--- src/rtl/l2r_controller.sv ---
// l2r_controller
// Control FSM for a left-to-right square-and-multiply exponentiation datapath.
// It drives the load, shift, select and counter strobes of the datapath and
// offers a start/busy/done handshake. The exponent is walked MSB first for
// exactly k iterations. Every output is a pure decode of the registered state.

module l2r_controller #(
   parameter int k = 16
) (
   input  logic       clk,
   input  logic       rst,
   input  logic       start,
   input  logic       abort,
   input  logic       equals,
   input  logic       regBk,
   output logic       LoadA,
   output logic       LoadB,
   output logic       ShiftB,
   output logic       LoadC,
   output logic [1:0] S_C,
   output logic       LoadCoun,
   output logic       S_Coun,
   output logic       busy,
   output logic       done,
   output logic [2:0] state_dbg
);

   // The datapath owns the iteration counter; k only has to be sane here.
   if (k < 1) begin : g_bad_k
      $error("l2r_controller: k must be at least 1");
   end

   typedef enum logic [2:0] {
      S_IDLE  = 3'd0,
      S_LOAD  = 3'd1,
      S_DEC   = 3'd2,
      S_CHECK = 3'd3,
      S_SQR   = 3'd4,
      S_MUL   = 3'd5,
      S_SHIFT = 3'd6,
      S_DONE  = 3'd7
   } state_t;

   // Result mux codes; 2'b11 is illegal and never produced.
   localparam logic [1:0] SC_ONE = 2'b00;
   localparam logic [1:0] SC_SQR = 2'b01;
   localparam logic [1:0] SC_MUL = 2'b10;

   // Counter source codes.
   localparam logic CNT_INIT = 1'b0;   // counter <= k+1
   localparam logic CNT_DEC  = 1'b1;   // counter <= counter - 1

   state_t r_state;
   state_t w_next;

   // State register with synchronous active-low reset.
   // NOTE: sequential state uses non-blocking assignments so every flop
   // samples the pre-edge values; the reset is tested inside the clocked block
   // because it is synchronous.
   always_ff @(posedge clk) begin
      if (!rst) begin
         r_state <= S_IDLE;
      end else begin
         r_state <= w_next;
      end
   end

   // Next-state logic: the sequence walk, with abort forcing IDLE last.
   // NOTE: w_next gets a default before the case so no path leaves it
   // unassigned, which would otherwise infer a latch.
   always_comb begin
      w_next = S_IDLE;
      case (r_state)
         S_IDLE:  w_next = start ? S_LOAD : S_IDLE;
         S_LOAD:  w_next = S_DEC;
         S_DEC:   w_next = S_CHECK;
         S_CHECK: w_next = equals ? S_DONE : S_SQR;
         S_SQR:   w_next = regBk ? S_MUL : S_SHIFT;
         S_MUL:   w_next = S_SHIFT;
         S_SHIFT: w_next = S_CHECK;
         S_DONE:  w_next = S_IDLE;
         default: w_next = S_IDLE;
      endcase
      // Abort wins over start and over every in-flight step.
      if (abort) begin
         w_next = S_IDLE;
      end
   end

   // Moore output decode: strobes depend on the registered state only.
   always_comb begin
      LoadA    = 1'b0;
      LoadB    = 1'b0;
      ShiftB   = 1'b0;
      LoadC    = 1'b0;
      S_C      = SC_ONE;
      LoadCoun = 1'b0;
      S_Coun   = CNT_INIT;
      busy     = 1'b0;
      done     = 1'b0;
      case (r_state)
         S_IDLE: begin
            busy = 1'b0;
         end
         S_LOAD: begin
            // Capture operands, seed C with 1 and the counter with k+1.
            LoadA    = 1'b1;
            LoadB    = 1'b1;
            LoadC    = 1'b1;
            S_C      = SC_ONE;
            LoadCoun = 1'b1;
            S_Coun   = CNT_INIT;
            busy     = 1'b1;
         end
         S_DEC: begin
            // Bring the counter from k+1 down to k iterations remaining.
            LoadCoun = 1'b1;
            S_Coun   = CNT_DEC;
            busy     = 1'b1;
         end
         S_CHECK: begin
            busy = 1'b1;
         end
         S_SQR: begin
            LoadC = 1'b1;
            S_C   = SC_SQR;
            busy  = 1'b1;
         end
         S_MUL: begin
            LoadC = 1'b1;
            S_C   = SC_MUL;
            busy  = 1'b1;
         end
         S_SHIFT: begin
            // Expose the next exponent bit and count one iteration off.
            ShiftB   = 1'b1;
            LoadCoun = 1'b1;
            S_Coun   = CNT_DEC;
            busy     = 1'b1;
         end
         S_DONE: begin
            done = 1'b1;
            busy = 1'b1;
         end
         default: begin
            busy = 1'b0;
         end
      endcase
   end

   assign state_dbg = r_state;

endmodule

--- config.mk ---
export PLATFORM = sky130hd
export DESIGN_NAME = l2r_controller
export DESIGN_NICKNAME = d
export VERILOG_FILES = /design/src/rtl/l2r_controller.sv
export SDC_FILE = /design/constraint.sdc
export NUM_CORES = 1
export LEC_CHECK = 0
export BUFFER_PORTS_ARGS = -buffer_cell sky130_fd_sc_hd__clkbuf_2
export CAP_MARGIN = 20
export CELL_PAD_IN_SITES_DETAIL_PLACEMENT = 1
export CELL_PAD_IN_SITES_GLOBAL_PLACEMENT = 1
export CORE_AREA = 4 4 41 43
export CTS_CLUSTER_DIAMETER = 80
export DETAILED_ROUTE_END_ITERATION = 12
export DIE_AREA = 0 0 45 47
export MAX_ROUTING_LAYER = met4
export PLACE_DENSITY_LB_ADDON = 0.25
export SYNTH_ARGS = -nofsm -noshare
export SYNTH_HDL_FRONTEND = slang
export SYNTH_SLANG_ARGS = --single-unit
--- constraint.sdc ---
create_clock -name clk -period 1.55 [get_ports clk]
set_clock_uncertainty 0.2 [all_clocks]
set_input_delay 0.0775 -clock clk [delete_from_list [all_inputs] [get_ports clk]]
set_output_delay 0.0775 -clock clk [all_outputs]
set_load 0.05 [all_outputs]
Word-level counts from Yosys, hierarchy flattened
Index checks and enable logic that the tools add are counted.
{"block": "word_totals", "elab_cells": 27, "mem_bits_ro": 0, "latch_bits": 0, "out_inout_bits": 13, "mem_bits_rw": 0, "regBits": 3, "n_memories": 0}
{"block": "classes", "add_sub_neg": 0, "order_cmp": 0, "mul": 0, "mux": 12, "n_reduce_logical": 6, "n_div": 0, "n_eq_ne": 7, "bitwise_logic": 1, "shift": 0}
{"cell": "$pmux 3 s7", "count": 1}
{"cell": "$eq 3x3->1 const B", "count": 4}
{"cell": "$mux 1", "count": 7}
{"cell": "$reduce_or 7->1", "count": 1}
{"cell": "$eq 3x2->1 const B", "count": 2}
{"cell": "$reduce_or 3->1", "count": 2}
{"cell": "$mux 2", "count": 2}
{"cell": "$pmux 2 s2", "count": 1}
{"cell": "$reduce_or 2->1", "count": 2}
{"cell": "$eq 3x1->1 const B", "count": 1}
{"cell": "$logic_not 3->1", "count": 1}
{"cell": "$pmux 1 s2", "count": 1}
{"cell": "$not 1->1", "count": 1}

Longest topological paths before layout
{"block": "logic_depth", "word_depth": 3, "mapped_depth": 4, "depth_no_buf": 3}

Least setup slack after synthesis
No wires, ideal clock.
{"block": "synth_path", "path_kind": "register -> output", "from": "register r_state[0] (netlist: state_dbg[0])", "to": "output LoadCoun", "n_path_buf": 1, "t_arrival_ns": 2.584, "path_slack_ns": -1.312, "stages_incl_launch_ff": 5, "cell_sequence": "dfxtp_1 -> buf_4 -> inv_2 -> nor3_1 -> or2_1"}
{"block": "synth_via", "elab_chain_len": 3}
{"item": "from (decl)", "line_no": "53", "source": "state_t r_state;"}
{"item": "from (signal assigned)", "line_no": "64", "source": "r_state <= w_next;"}
{"item": "$eq 3x3->1, or another cell as far along", "line_no": "101", "source": "case (r_state)"}
{"item": "$reduce_or 3->1 (no source line) *"}
{"item": "$mux 1 *", "line_no": "101"}
{"item": "to (decl)", "line_no": "21", "source": "output logic LoadCoun,"}
Mark *: on every way between the ends. The rest lies on a longest branch, timed or not.

Final worst setup path
{"block": "layout_path", "from": "register r_state[0] (netlist: state_dbg[0])", "to": "output busy"}
{"block": "layout_via", "elab_chain_len": 3}
{"item": "$eq 3x3->1, or another cell as far along", "line_no": "101"}
{"item": "$reduce_or 7->1 (no source line)"}
{"item": "$pmux 1 s2 *", "line_no": "101"}
{"item": "to (decl)", "line_no": "23", "source": "output logic busy,"}
Marks and branches as above.

==> results.py <==
metrics = {
    "status": {
        "status": "finished clean",
    },
    "yosys": {
        "syn_avg_cell_area_um2": 7.67,
        "yosys.area.top_type": "dfxtp_1",
        "synthTopCellsByCount": "nor2_1 (4), buf_4 (3), dfxtp_1 (3), nand2b_1 (3)",
        "netlist_area_um2": 230,
        "yosysMostFrequentCell": "nor2_1",
        "ys_types": 18,
        "synth.area.top_cells": "dfxtp_1 (26%), buf_4 (9.8%), nand2b_1 (8.2%)",
        "synth_seq_cells": 3,
        "synth-async-reset-ratio_pct": 0,
        "ys.warnings.count": 0,
        "yosysSeqAreaShare_pct": 26.1,
        "synth-edff-count": 0,
        "synth_cells": 30,
        "yosysTopAreaCellShare_pct": 26.1,
        "synth_ff_type": "dfxtp_1",
        "syn_nets": 36,
    },
    "power_and_ir_drop": {
        "p_leak_nw": 0.201,
        "comb_power_share_pct": 27.3,
        "swShare_pct": 32.7,
        "internal_power_w": 0.000201,
        "power_w": 0.000299,
        "ir_drop_mv": 0.238,
        "pwr-share-seq_pct": 27.8,
        "clkPwrFrac_pct": 44.9,
        "switchingPower_w": 0.0000979,
        "p_per_area_nw_per_um2": 705,
    },
    "worst_setup_path": {
        "arrival_ns": 1.22,
        "crit_type": "flip-flop to output port",
        "path_max_fanout": 10,
        "cp_data_required_time_ns": 1.27,
        "worstSetupStartpointType": "flip-flop",
        "end_kind": "output port",
    },
    "place": {
        "place_area_um2": 355,
        "gp_congestion": 0.586,
        "numPortBuffers": 18,
    },
    "timing": {
        "setup_viol": 0,
        "maxSlewHeadroom_pct": 81.4,
        "fin_crit_ns": 1.50,
        "worst_pin_slew_ns": 0.281,
        "rsz0062_at_grt": "false",
        "fin_crit_sh_pct": 96.7,
        "final_max_slew_viol_count": 0,
        "hold_viol_final": 0,
        "fmax_mhz": 667,
        "holdWs_ns": 0.0955,
    },
    "floorplanning": {
        "die_area_um2": 2120,
        "ios": 19,
        "fp.dieW_um": 45,
        "core_area_um2": 1300,
        "initial_utilization_pct": 17.7,
        "row_count": 13,
        "die_h_um": 47,
    },
    "final_layout": {
        "drive_gt1_share_pct": 67.3,
        "syn2layout_area_growth_pct": 84.2,
        "fin_nets": 59,
        "fillers": 168,
        "largest_reg_flops": 3,
        "finalInstanceArea_um2": 424,
        "antennaDiodeCount": 0,
    },
    "routing": {
        "drtPass1Iterations": 4,
        "wire_per_inst_um": 11.0,
        "vias_per_cell": 4.39,
        "finalWirelength_um": 739,
        "drc": 0,
        "drt_iter0_markers": 4,
        "num_vias": 294,
        "ant_nets": 0,
    },
    "global_route": {
        "met1_usage_pct": 8.90,
        "antenna_found_initial": 0,
        "top_usage_layer": "met2",
        "grt_pass1_vias": 296,
        "gr-total-overflow": 0,
        "grt_max_degree": 13,
        "grt_use_total_pct": 9.07,
        "use_met3_pct": 4.60,
        "met2_usage_pct": 15.3,
        "grt_pass1_wl_um": 1280,
    },
    "clocking": {
        "cts_root_buffer": "clkbuf_4",
        "cts_tree": "done",
        "cts.path.max_buffers": 2,
        "insertion_delay_ns": 0.23,
        "h-tree-depth": 1,
        "clkTransAtPathRegs_ns": 0.03,
        "cts_buffers": 3,
        "clock_sinks": 3,
    },
    "job": {
        "maxCapViolCount": 0,
    },
    "min_path": {
        "holdCritPathClass": "primary input to flip-flop",
    },
}
-- routing by layer --
layer	routed length [um]	share of wire, %
met4	0	0
met3	61	8.3
met1	287	39
met5	0	0
met2	391	53
-- power by group through the flow --
stage	registers (W)	logic, W	clock network, W
final	0.0000831	0.0000817	0.000134
after global routing	0.0000841	0.0000879	0.000151
after CTS	0.0000836	0.0000804	0.000141
after detailed placement	0.0000847	0.0000737	0
after global placement	0.0000850	0.0000725	0
after floorplan	0.0000854	0.0000581	0
-- placed cells by master, fill, tap and decap left out --
cell           synthesis  layout
clkbuf_1               0       1
clkbuf_4               0       4
or2_4                  0       1
nor2_1                 4       1
dfxtp_4                0       3
clkbuf_2               0      16
and3_1                 1       1
nor3_4                 0       1
mux2_2                 1       1
dlygate4sd3_1          0       3
o21ai_0                1       1
and2b_1                1       1
nand2b_1               3       3
buf_4                  3       2
a21oi_1                2       2
a311oi_2               1       1
nor2b_4                0       1
or3_1                  1       1
and2_2                 0       1
nor3_1                 2       1
nand3b_1               2       2
inv_4                  0       1
nor2_2                 0       3
-- per-stage QoR --
stage / utilization, % / TNS, ns / setup slack (ns) / instances
after floorplan: - / -0.236 / -0.128 / 30
after global placement: 27.3 / 0 / 0.251 / 59
after detailed placement: 27.3 / 0 / 0.244 / 59
after CTS: 31.8 / 0 / 0.0317 / 66
after global routing: 32.6 / 0 / 0.00290 / 67
final: 32.6 / 0 / 0.0507 / 67
-- cell type report --
type | count | area [um2] | share of cell area (%)
clock buffers | 4 | 26.3 | 6.19
well taps | 15 | 18.8 | 4.42
inverters | 1 | 6.26 | 1.47
repair buffers | 22 | 133 | 31.3
multi-input cells | 22 | 169 | 39.8
flip-flops and latches | 3 | 71.3 | 16.8
-- worst max-delay path, cell delays in order, from the launching register on --
cell	delay [ns]
dfxtp_4	0.38
or3_1	0.37
clkbuf_2	0.24
-- kinds of logic after synthesis --
kind of cell           synth area share, %
AOI/OAI and AO/OA                     13.0
buffers and inverters                 13.6
DFF                                   26.1
muxes                                 4.89
and+or+nand+nor                       42.4
-- worst paths after layout --
check	start	to	slack, ns	cells past startpoint
max	state_dbg[0]$_SDFF_PP0_	busy	0.05	2
min	start	state_dbg[0]$_SDFF_PP0_	0.1	4
max reg2reg	state_dbg[2]$_SDFF_PP0_	state_dbg[0]$_SDFF_PP0_	0.25	3
min reg2reg	state_dbg[1]$_SDFF_PP0_	state_dbg[2]$_SDFF_PP0_	0.37	2
-- what timing repair did --
| item | in CTS | in global routing |
|---|---|---|
| hold endpoints to repair | 3 | 0 |
| resized for setup | 1 | 3 |
| setup endpoints to repair | 1 | 2 |
| buffers inserted | 0 | 1 |
| gates cloned | 0 | 0 |
| hold buffers | 3 | 0 |
No activity file was read; power rests on OpenSTA's default activity.
